### src/rtl/people_top_control.sv
// people_top_control
//   Player-sprite movement controller for stage 5. Held direction keys move a
//   40x40 sprite by STEP pixels on every movement tick (one per TICK_CYCLES
//   clocks). The sprite stops at the play-field walls, freezes when either
//   ghost reports a hit, and raises a sticky arrive flag when it reaches the
//   goal box.
// Ports
//   clk, rst            clock, asynchronous active-high reset
//   stage_state[2:0]    stage FSM state; the block runs only in state 5
//   key_up/down/left/right  debounced level inputs, priority UP>DOWN>LEFT>RIGHT
//   fail1, fail2        ghost collision flags, freeze motion while high
//   people_up[9:0]      sprite top row
//   people_left[9:0]    sprite left column
//   dir[1:0]            facing: 0 LEFT, 1 RIGHT, 2 UP, 3 DOWN
//   frame               walk frame, toggles on every tick that moves the sprite
//   arrive              sticky goal-reached flag
module people_top_control #(
  parameter int TICK_CYCLES = 5_000_000,
  parameter int STEP        = 4,
  parameter int START_UP    = 400,
  parameter int START_LEFT  = 40,
  parameter int MIN_UP      = 40,
  parameter int MAX_UP      = 440,
  parameter int MIN_LEFT    = 0,
  parameter int MAX_LEFT    = 600,
  parameter int GOAL_LEFT   = 560,
  parameter int GOAL_UP     = 80
) (
  input  logic       clk,
  input  logic       rst,
  input  logic [2:0] stage_state,
  input  logic       key_up,
  input  logic       key_down,
  input  logic       key_left,
  input  logic       key_right,
  input  logic       fail1,
  input  logic       fail2,
  output logic [9:0] people_up,
  output logic [9:0] people_left,
  output logic [1:0] dir,
  output logic       frame,
  output logic       arrive
);

  localparam logic [1:0]  D_LEFT  = 2'd0;
  localparam logic [1:0]  D_RIGHT = 2'd1;
  localparam logic [1:0]  D_UP    = 2'd2;
  localparam logic [1:0]  D_DOWN  = 2'd3;
  localparam logic [23:0] TICK_LAST = 24'(TICK_CYCLES - 1);

  // 11-bit working copies so "+STEP" can never wrap before the compare.
  localparam logic [10:0] STEP_W      = 11'(STEP);
  localparam logic [10:0] MIN_UP_W    = 11'(MIN_UP);
  localparam logic [10:0] MAX_UP_W    = 11'(MAX_UP);
  localparam logic [10:0] MIN_LEFT_W  = 11'(MIN_LEFT);
  localparam logic [10:0] MAX_LEFT_W  = 11'(MAX_LEFT);

  logic        stage_on;
  logic        active;
  logic        tick;
  logic [23:0] cnt;
  logic        goal;

  logic        key_any;
  logic [1:0]  key_dir;
  logic [10:0] up_w, left_w;
  logic [10:0] nxt_up, nxt_left;
  logic        moved;

  assign stage_on = (stage_state == 3'd5);
  assign active   = stage_on & ~fail1 & ~fail2 & ~arrive;
  assign tick     = active & (cnt == TICK_LAST);
  assign goal     = (people_left >= 10'(GOAL_LEFT)) & (people_up <= 10'(GOAL_UP));

  assign up_w   = {1'b0, people_up};
  assign left_w = {1'b0, people_left};

  // Winning key and the clamped candidate position for it.
  always_comb begin
    key_any  = 1'b1;
    key_dir  = D_RIGHT;
    nxt_up   = up_w;
    nxt_left = left_w;
    if (key_up) begin
      key_dir = D_UP;
      nxt_up  = (up_w < MIN_UP_W + STEP_W) ? MIN_UP_W : up_w - STEP_W;
    end else if (key_down) begin
      key_dir = D_DOWN;
      nxt_up  = (up_w + STEP_W > MAX_UP_W) ? MAX_UP_W : up_w + STEP_W;
    end else if (key_left) begin
      key_dir  = D_LEFT;
      nxt_left = (left_w < MIN_LEFT_W + STEP_W) ? MIN_LEFT_W : left_w - STEP_W;
    end else if (key_right) begin
      key_dir  = D_RIGHT;
      nxt_left = (left_w + STEP_W > MAX_LEFT_W) ? MAX_LEFT_W : left_w + STEP_W;
    end else begin
      key_any = 1'b0;
    end
    moved = (nxt_up != up_w) | (nxt_left != left_w);
  end

  // Movement tick divider: pauses (keeps its count) on fail/arrive,
  // clears only when the stage is left.
  always_ff @(posedge clk or posedge rst) begin
    if (rst)              cnt <= '0;
    else if (!stage_on)   cnt <= '0;
    else if (active)      cnt <= (cnt == TICK_LAST) ? '0 : cnt + 24'd1;
  end

  always_ff @(posedge clk or posedge rst) begin
    if (rst) begin
      people_up   <= 10'(START_UP);
      people_left <= 10'(START_LEFT);
      dir         <= D_RIGHT;
      frame       <= 1'b0;
    end else if (!stage_on) begin
      people_up   <= 10'(START_UP);
      people_left <= 10'(START_LEFT);
      dir         <= D_RIGHT;
      frame       <= 1'b0;
    end else if (tick && key_any) begin
      dir         <= key_dir;
      people_up   <= nxt_up[9:0];
      people_left <= nxt_left[9:0];
      if (moved) frame <= ~frame;
    end
  end

  // A hit in the same cycle as the goal condition keeps arrive low.
  always_ff @(posedge clk or posedge rst) begin
    if (rst)                           arrive <= 1'b0;
    else if (!stage_on)                arrive <= 1'b0;
    else if (goal && !fail1 && !fail2) arrive <= 1'b1;
  end

endmodule
### config.mk
export PLATFORM = sky130hd
export DESIGN_NAME = people_top_control
export DESIGN_NICKNAME = d
export VERILOG_FILES = /design/src/rtl/people_top_control.sv
export SDC_FILE = /design/constraint.sdc
export NUM_CORES = 1
export LEC_CHECK = 0
export ABC_AREA = 1
export ABC_CLOCK_PERIOD_IN_PS = 6810
export CAP_MARGIN = 20
export CORE_MARGIN = 4
export CORE_UTILIZATION = 55
export CTS_CLUSTER_DIAMETER = 80
export DETAILED_ROUTE_END_ITERATION = 10
export PLACE_DENSITY = 0.77
export SLEW_MARGIN = 20
export SYNTH_ARGS = -nofsm -noshare
export SYNTH_HDL_FRONTEND = slang
export SYNTH_SLANG_ARGS = --single-unit
### constraint.sdc
create_clock -name clk -period 6.81 [get_ports clk]
set_input_delay 1.7025 -clock clk [delete_from_list [all_inputs] [get_ports clk]]
set_output_delay 1.7025 -clock clk [all_outputs]
set_load 0.005 [all_outputs]
==> results of run 1 <==
layer usage:
metal / vias up / wire length (um) / part of all wire, %
li1: 2020 / - / -
met1: 1904 / 4590 / 44
met2: 160 / 4860 / 47
met3: 21 / 645 / 6.2
met4: 0 / 242 / 2.3
met5: - / 0 / 0
cells in the mapped netlist, types with 5 or more instances:
| cell type | n |
|---|---|
| sky130_fd_sc_hd__a31oi_1 | 5 |
| sky130_fd_sc_hd__nand4_1 | 19 |
| sky130_fd_sc_hd__xor2_1 | 7 |
| sky130_fd_sc_hd__buf_2 | 6 |
| sky130_fd_sc_hd__dfrtp_1 | 42 |
| sky130_fd_sc_hd__ha_1 | 9 |
| sky130_fd_sc_hd__a22oi_1 | 5 |
| sky130_fd_sc_hd__o21ai_0 | 26 |
| sky130_fd_sc_hd__nor4_1 | 6 |
| sky130_fd_sc_hd__nor2_2 | 5 |
| sky130_fd_sc_hd__dfstp_2 | 6 |
| sky130_fd_sc_hd__nor3_1 | 16 |
| sky130_fd_sc_hd__nand3_1 | 57 |
| sky130_fd_sc_hd__o21ai_1 | 6 |
| sky130_fd_sc_hd__a21oi_1 | 37 |
| sky130_fd_sc_hd__inv_1 | 74 |
| sky130_fd_sc_hd__o22ai_1 | 13 |
| sky130_fd_sc_hd__clkbuf_1 | 5 |
| sky130_fd_sc_hd__nor2_1 | 71 |
| sky130_fd_sc_hd__nand2_1 | 141 |
layout make-up:
type                    instances  area, um^2
well taps                      96         120
inverters                      76         285
clock buffers                   6        82.6
multi-input cells             450        2230
clock inverters                 2        13.8
fillers                       631        2480
repair buffers                 35         368
flip-flops and latches         48        1210
state kept, by name (all words and copies together), names as in the netlist:
register     flops
cnt             24
arrive           1
dir              2
frame            1
people_up       10
people_left     10
how the worst max path moves through the flow:
stage               startpoint                          to
finish                  key_up    people_up[4]$_DFFE_PP1P_
global placement        key_up  people_left[9]$_DFFE_PP0P_
floorplan               key_up           frame$_DFFE_PP0P_
global route            key_up    people_up[8]$_DFFE_PP1P_
CTS                     key_up    people_up[4]$_DFFE_PP1P_
detailed placement      key_up    people_up[4]$_DFFE_PP1P_
worst max-delay path, delay by kind of cell:
family	cells	cell delay, ps
AO/OA/AOI/OAI	1	110
buffers and inverters	5	1420
AND/OR/NAND/NOR	5	1320
through the flow:
stage                     std cells  instance area (um^2)
after floorplan                 592                  3840
after global placement          704                  4190
after detailed placement        704                  4190
after CTS                       712                  4280
after global routing            713                  4310
final                           713                  4310
power by group:
group	switching [mW]	total, mW	internal, mW
Sequential	0.000416	0.286	0.285
Clock	0.0974	0.181	0.0831
Combinational	0.0366	0.0538	0.0173
cell families after synthesis:
logic type	Yosys count	share of synthesized area [%]
AOI/OAI and AO/OA	104	15.6
adders and majority gates	9	2.93
buffers and inverters	94	10.4
DFF	48	31.5
and+or+nand+nor	328	37.6
xor gates and xnor gates	9	2.05
cell usage in the layout (no fill, tap or decap), types with 6 or more instances in the layout:
| master | instances |
|---|---|
| sky130_fd_sc_hd__nor2_1 | 71 |
| sky130_fd_sc_hd__dfstp_2 | 6 |
| sky130_fd_sc_hd__ha_1 | 9 |
| sky130_fd_sc_hd__nor3_1 | 16 |
| sky130_fd_sc_hd__o21ai_1 | 6 |
| sky130_fd_sc_hd__nor4_1 | 6 |
| sky130_fd_sc_hd__clkdlybuf4s50_1 | 34 |
| sky130_fd_sc_hd__inv_1 | 73 |
| sky130_fd_sc_hd__o21ai_0 | 26 |
| sky130_fd_sc_hd__clkbuf_8 | 6 |
| sky130_fd_sc_hd__a21oi_1 | 37 |
| sky130_fd_sc_hd__dfrtp_1 | 42 |
| sky130_fd_sc_hd__nand4_1 | 19 |
| sky130_fd_sc_hd__xor2_1 | 7 |
| sky130_fd_sc_hd__o22ai_1 | 13 |
| sky130_fd_sc_hd__nand2_1 | 141 |
| sky130_fd_sc_hd__nand3_1 | 57 |
==> metrics, run 1 <==
result of the run complete, no violations; post-layout worst setup margin 2430 ps; met3 track utilization from global routing 3.98%; longest individual stage delay on the worst path 670 ps; average cell area after synthesis 6.48 um^2; number of placement rows 30; global-route wire length before repair 17500 um; post-synthesis register bit count 48; chip width 91.5 um; worst reg2reg endpoint cnt[13]$_DFFE_PP0P_; Total GRT Usage 25.1%; buffer type at the clock tree root sky130_fd_sc_hd__clkbuf_8; total power draw 0.520 mW; total negative slack 0 ps; Hold Path Depth 2; CTS clk-pin slew, worst paths 80 ps; max-cap violations 0; Unique masters post-synth 39; critical path's most frequent cell sky130_fd_sc_hd__inv_1; endpoint kind of the worst setup timing path flop; met1 global-route usage 34.1%; final clock skew 10.4 ps; fin crit period 4380 ps; vias in the first global route 3744; Startpoint Class primary input; Max Clock Freq 228 MHz; final core area utilization 63.4%; required arrival time at the worst endpoint 6990 ps; top post-synthesis cells by area sky130_fd_sc_hd__dfrtp_1 (27%), sky130_fd_sc_hd__nand2_1 (14%), sky130_fd_sc_hd__nand3_1 (7.4%), sky130_fd_sc_hd__inv_1 (7.2%), sky130_fd_sc_hd__nor2_1 (6.9%); overall via count from detail_route 4105; Cell Area, Synth 3840 um^2; headroom to the max-slew limit 36.2%; maximum number of pins on one net before global-route repair 49; Worst VDD drop 0.0986 mV; fraction of the cycle the final worst path needs 64.3%; Longest Clk Path Bufs 2; total nets after synthesis 612; R2R Path Start cnt[0]$_DFFE_PP0P_; clock latency reported for the late side of the worst-skew pair 310 ps; fraction of registers with async set/reset 100%; M2 GR Usage 40.4%; final global-route overflow total 0; post-synth top area cell sky130_fd_sc_hd__dfrtp_1; average via count per standard cell 5.76; final hold violation count 0; number of port buffers 34; count of flip-flops with a built-in enable after synthesis 0; Num Clock Sinks 48; Total Die Area 8380 um^2; top-area cell type share of the netlist area 27.4%; detail-routed net length per standard cell 14.5 um; Crit Path Class primary input to flop; number of antenna violations at the first check in global routing 0; RSZ-0062 raised after global routing false; Area growth syn-to-layout 12.3%; post-route DRC violation count 0; post-detailed-placement half-perimeter wirelength 7830 um; Fin Hold WS 504 ps; number of detailed-routing iterations run before antenna repair 5; most common flop cell mapped by yosys sky130_fd_sc_hd__dfrtp_1; Pwr Density 121 nW/um^2; pins over their slew limit 0; Post CTS Setup Buffer Count 0; worst-case reg-to-reg path depth 10; Yosys warnings 0; number of cells produced by synthesis 592; number of gates given a new drive strength after cts 0; Leak Pwr 1.90 nW; number of buffers added by the clock tree synthesis step 5; transition time of the tightest slew-check pin 953 ps; slowest CP cell sky130_fd_sc_hd__nor2_2; number of nets at the end of the flow 636; worst-path fanout max 18; Final Routed Wirelength 10300 um; DP Worst Slack 2190 ps; final weighted congestion in routability-driven placement 0.970; ports placed on the boundary 35; worst hold path class flop to flop; Initial Utilization 56.5%; CP cell instances clkdlybuf4s50_1, nor2_2, inv_2, nor2_1, nand2_1, inv_1, nor3_1, inv_1, nand2_2, inv_1, a22oi_1; Arrival @ worst endpoint 4560 ps; placeable core region 6790 um^2; most heavily used metal layer in global routing met2; # setup viols final 0; H-Tree Level Count 2; Vert. Die Dim 91.5 um; CTS tree yes; flop2flop setup slack 3980 ps; DRC violation total after the first TritonRoute iteration 325; number of inserted diodes 0; number of buffers inserted by hold repair at cts 0; fraction of final layout cells sized beyond drive strength 1 5.02%; antenna violation net count after detailed routing 0; register area share after synthesis 31.5%; Worst Min Path Start dir[1]$_DFFE_PP0P_; Endpoint, Worst Hold dir[1]$_DFFE_PP0P_
Power figures use the tool's default switching activity.
==> run 2: changes to the inputs <==
--- a/config.mk
+++ b/config.mk
@@ -6,10 +6,10 @@
 export NUM_CORES = 1
 export LEC_CHECK = 0
 export ABC_AREA = 1
-export ABC_CLOCK_PERIOD_IN_PS = 6810
+export ABC_CLOCK_PERIOD_IN_PS = 3770
 export CAP_MARGIN = 20
 export CORE_MARGIN = 4
-export CORE_UTILIZATION = 55
+export CORE_UTILIZATION = 53
 export CTS_CLUSTER_DIAMETER = 80
 export DETAILED_ROUTE_END_ITERATION = 10
 export PLACE_DENSITY = 0.77
==> constraint.sdc (replaced) <==
create_clock -name clk -period 3.77 [get_ports clk]
set_input_delay 0.9425 -clock clk [delete_from_list [all_inputs] [get_ports clk]]
set_output_delay 0.9425 -clock clk [all_outputs]
set_load 0.005 [all_outputs]
==> run 2 against run 1 <==
Compared with the run above: clock skew is 3.7 ps lower; clock-buffer cell count stayed put; worst setup slack worse by 1900 ps; global-route usage is 0.78 points lower; register-to-register slack worse by 2900 ps; critical path depth stayed put; power is 95% higher; non-clock buffer count is 5 higher; hold slack worse by 5.0 ps; die area is 3.4% higher; largest cell class unchanged; highest routed layer unchanged.
==> metrics, run 2 (synthesis results as in run 1) <==
fraction of final layout cells sized beyond drive strength 1 5.79% (+0.76 points); Crit Path Class primary input to flop; Num Clock Sinks 48 (unchanged); vias in the first global route 3779 (+0.93%); post-detailed-placement half-perimeter wirelength 7870 um (+0.41%); DRC violation total after the first TritonRoute iteration 404 (+24%); Pwr Density 232 nW/um^2 (+92%); Fin Hold WS 499 ps (-4.97 ps); final clock skew 6.65 ps (-3.72 ps); worst-case reg-to-reg path depth 9 (-1); fin crit period 3230 ps; Worst VDD drop 0.166 mV (+68%); summed area of non-filler cells in the final layout 4370 um^2 (+1.5%); Total GRT Usage 24.3% (-0.78 points); post-route DRC violation count 0 (unchanged); transition time of the tightest slew-check pin 720 ps (-233 ps); final hold violation count 0 (unchanged); highest-count cells in the layout ignoring fill and taps sky130_fd_sc_hd__nand2_1 (141), sky130_fd_sc_hd__inv_1 (73), sky130_fd_sc_hd__nor2_1 (71), sky130_fd_sc_hd__nand3_1 (57), sky130_fd_sc_hd__dfrtp_1 (42); buffer type at the clock tree root sky130_fd_sc_hd__clkbuf_8; Largest register FFs 24 (unchanged); average via count per standard cell 5.77 (+0.17%); registers with the most flip-flops cnt x24, people_left x10, people_up x10; number of antenna violations at the first check in global routing 0 (unchanged); overall via count from detail_route 4141 (+0.88%); number of nets at the end of the flow 641 (+0.79%); antenna violation net count after detailed routing 0 (unchanged); number of detailed-routing iterations run before antenna repair 5 (unchanged); # setup viols final 0 (unchanged); required arrival time at the worst endpoint 3970 ps (-3020 ps); max-cap violations 0 (unchanged); placeable core region 6910 um^2 (+1.7%); Longest Clk Path Bufs 2 (unchanged); Hold Path Depth 2 (unchanged); Arrival @ worst endpoint 3430 ps (-1130 ps); register ranked first by flip-flop count cnt; H-Tree Level Count 2 (unchanged); most common library cell in the layout ignoring fill and taps sky130_fd_sc_hd__nand2_1; Area growth syn-to-layout 13.9%; detail-routed net length per standard cell 14.5 um (+0.20%); number of buffers inserted by hold repair at cts 0 (unchanged); number of buffers added by the clock tree synthesis step 5 (unchanged); fraction of the cycle the final worst path needs 85.6%; RSZ-0062 raised after global routing false; Startpoint Class primary input; number of inserted diodes 0 (unchanged); ports placed on the boundary 35 (unchanged); CTS tree yes; number of port buffers 34 (unchanged); endpoint kind of the worst setup timing path flop; worst hold path class flop to flop; total negative slack 0 ps (unchanged); headroom to the max-slew limit 51.8% (+16 points); Leak Pwr 1.93 nW (+1.8%); Vert. Die Dim 93.1 um (+1.7%); CTS clk-pin slew, worst paths 90 ps (about the same); area post-placement 4220 um^2 (+0.90%); Post CTS Setup Buffer Count 0 (unchanged); worst-path fanout max 16 (-2); final weighted congestion in routability-driven placement 0.954 (-1.6%); pins over their slew limit 0 (unchanged); Final Routed Wirelength 10400 um (+0.90%); number of placement rows 30 (unchanged); number of gates given a new drive strength after cts 0 (unchanged); result of the run complete, no violations; Max Clock Freq 310 MHz; chip width 93.1 um (+1.7%); global-route wire length before repair 17300 um (-1.4%); Initial Utilization 55.6% (-0.92 points); final global-route overflow total 0 (unchanged); maximum number of pins on one net before global-route repair 49 (unchanged); Total Die Area 8670 um^2 (+3.4%); clock latency reported for the late side of the worst-skew pair 310 ps (about the same)
run 2: cell types whose count changed in the layout (fill, tap and decap cells not counted), sizes merged:
cell    change
inv         -1
buf         +5
bufinv      +1
run 2: final cells by class:
type | count | area (um^2)
clock inverter | 2 | 38.8
tap | 96 | 120
timing repair buffer | 40 | 405
fill | 651 | 2530
multi-input combinational | 450 | 2230
inverter | 76 | 285
clock buffer | 6 | 82.6
sequential | 48 | 1210
run 2: final timing paths:
check | endpoint | slack, ps | from
hold / removal | dir[1]$_DFFE_PP0P_ | 500 | dir[1]$_DFFE_PP0P_
setup / recovery | people_left[1]$_DFFE_PP0P_ | 540 | stage_state[0]
hold reg to reg | dir[1]$_DFFE_PP0P_ | 500 | dir[1]$_DFFE_PP0P_
setup reg to reg | people_left[1]$_DFFE_PP0P_ | 1060 | cnt[0]$_DFFE_PP0P_
min in group asynchronous | cnt[17]$_DFFE_PP0P_ | 980 | rst
max in group asynchronous | people_up[7]$_DFFE_PP1P_ | 2190 | rst
run 2: where the power goes:
part	switching, mW	internal (mW)	total (mW)
Sequential	0.000701	0.515	0.516
Clock	0.181	0.217	0.398
Combinational	0.0662	0.0340	0.100
run 2: stage by stage:
step	power (mW)	setup slack, ps	util (%)	instances
6_report	1.01	542	63.3	718
5_1_grt	1.05	359	63.3	718
4_1_cts	1.02	556	62.9	717
3_5_place_dp	0.622	252	61.1	709
3_3_place_gp	0.621	367	61.1	709
2_1_floorplan	0.588	1330	-	592
run 2: worst max-delay path, stage by stage:
cell and delay, ps:
sky130_fd_sc_hd__clkdlybuf4s50_1 450, sky130_fd_sc_hd__nand2_1 50, sky130_fd_sc_hd__nor2_2 220, sky130_fd_sc_hd__inv_1 130, sky130_fd_sc_hd__nor2_1 230, sky130_fd_sc_hd__inv_1 90
sky130_fd_sc_hd__nor3_1 280, sky130_fd_sc_hd__inv_1 260, sky130_fd_sc_hd__nand2_2 340, sky130_fd_sc_hd__inv_1 200, sky130_fd_sc_hd__o21a_1 220
run 2: metal layers:
layer	GRT usage, %	share of wire [%]
met5	0	0
met4	8.91	2.6
met3	4.42	6.4
met2	41.9	49
met1	30.4	42
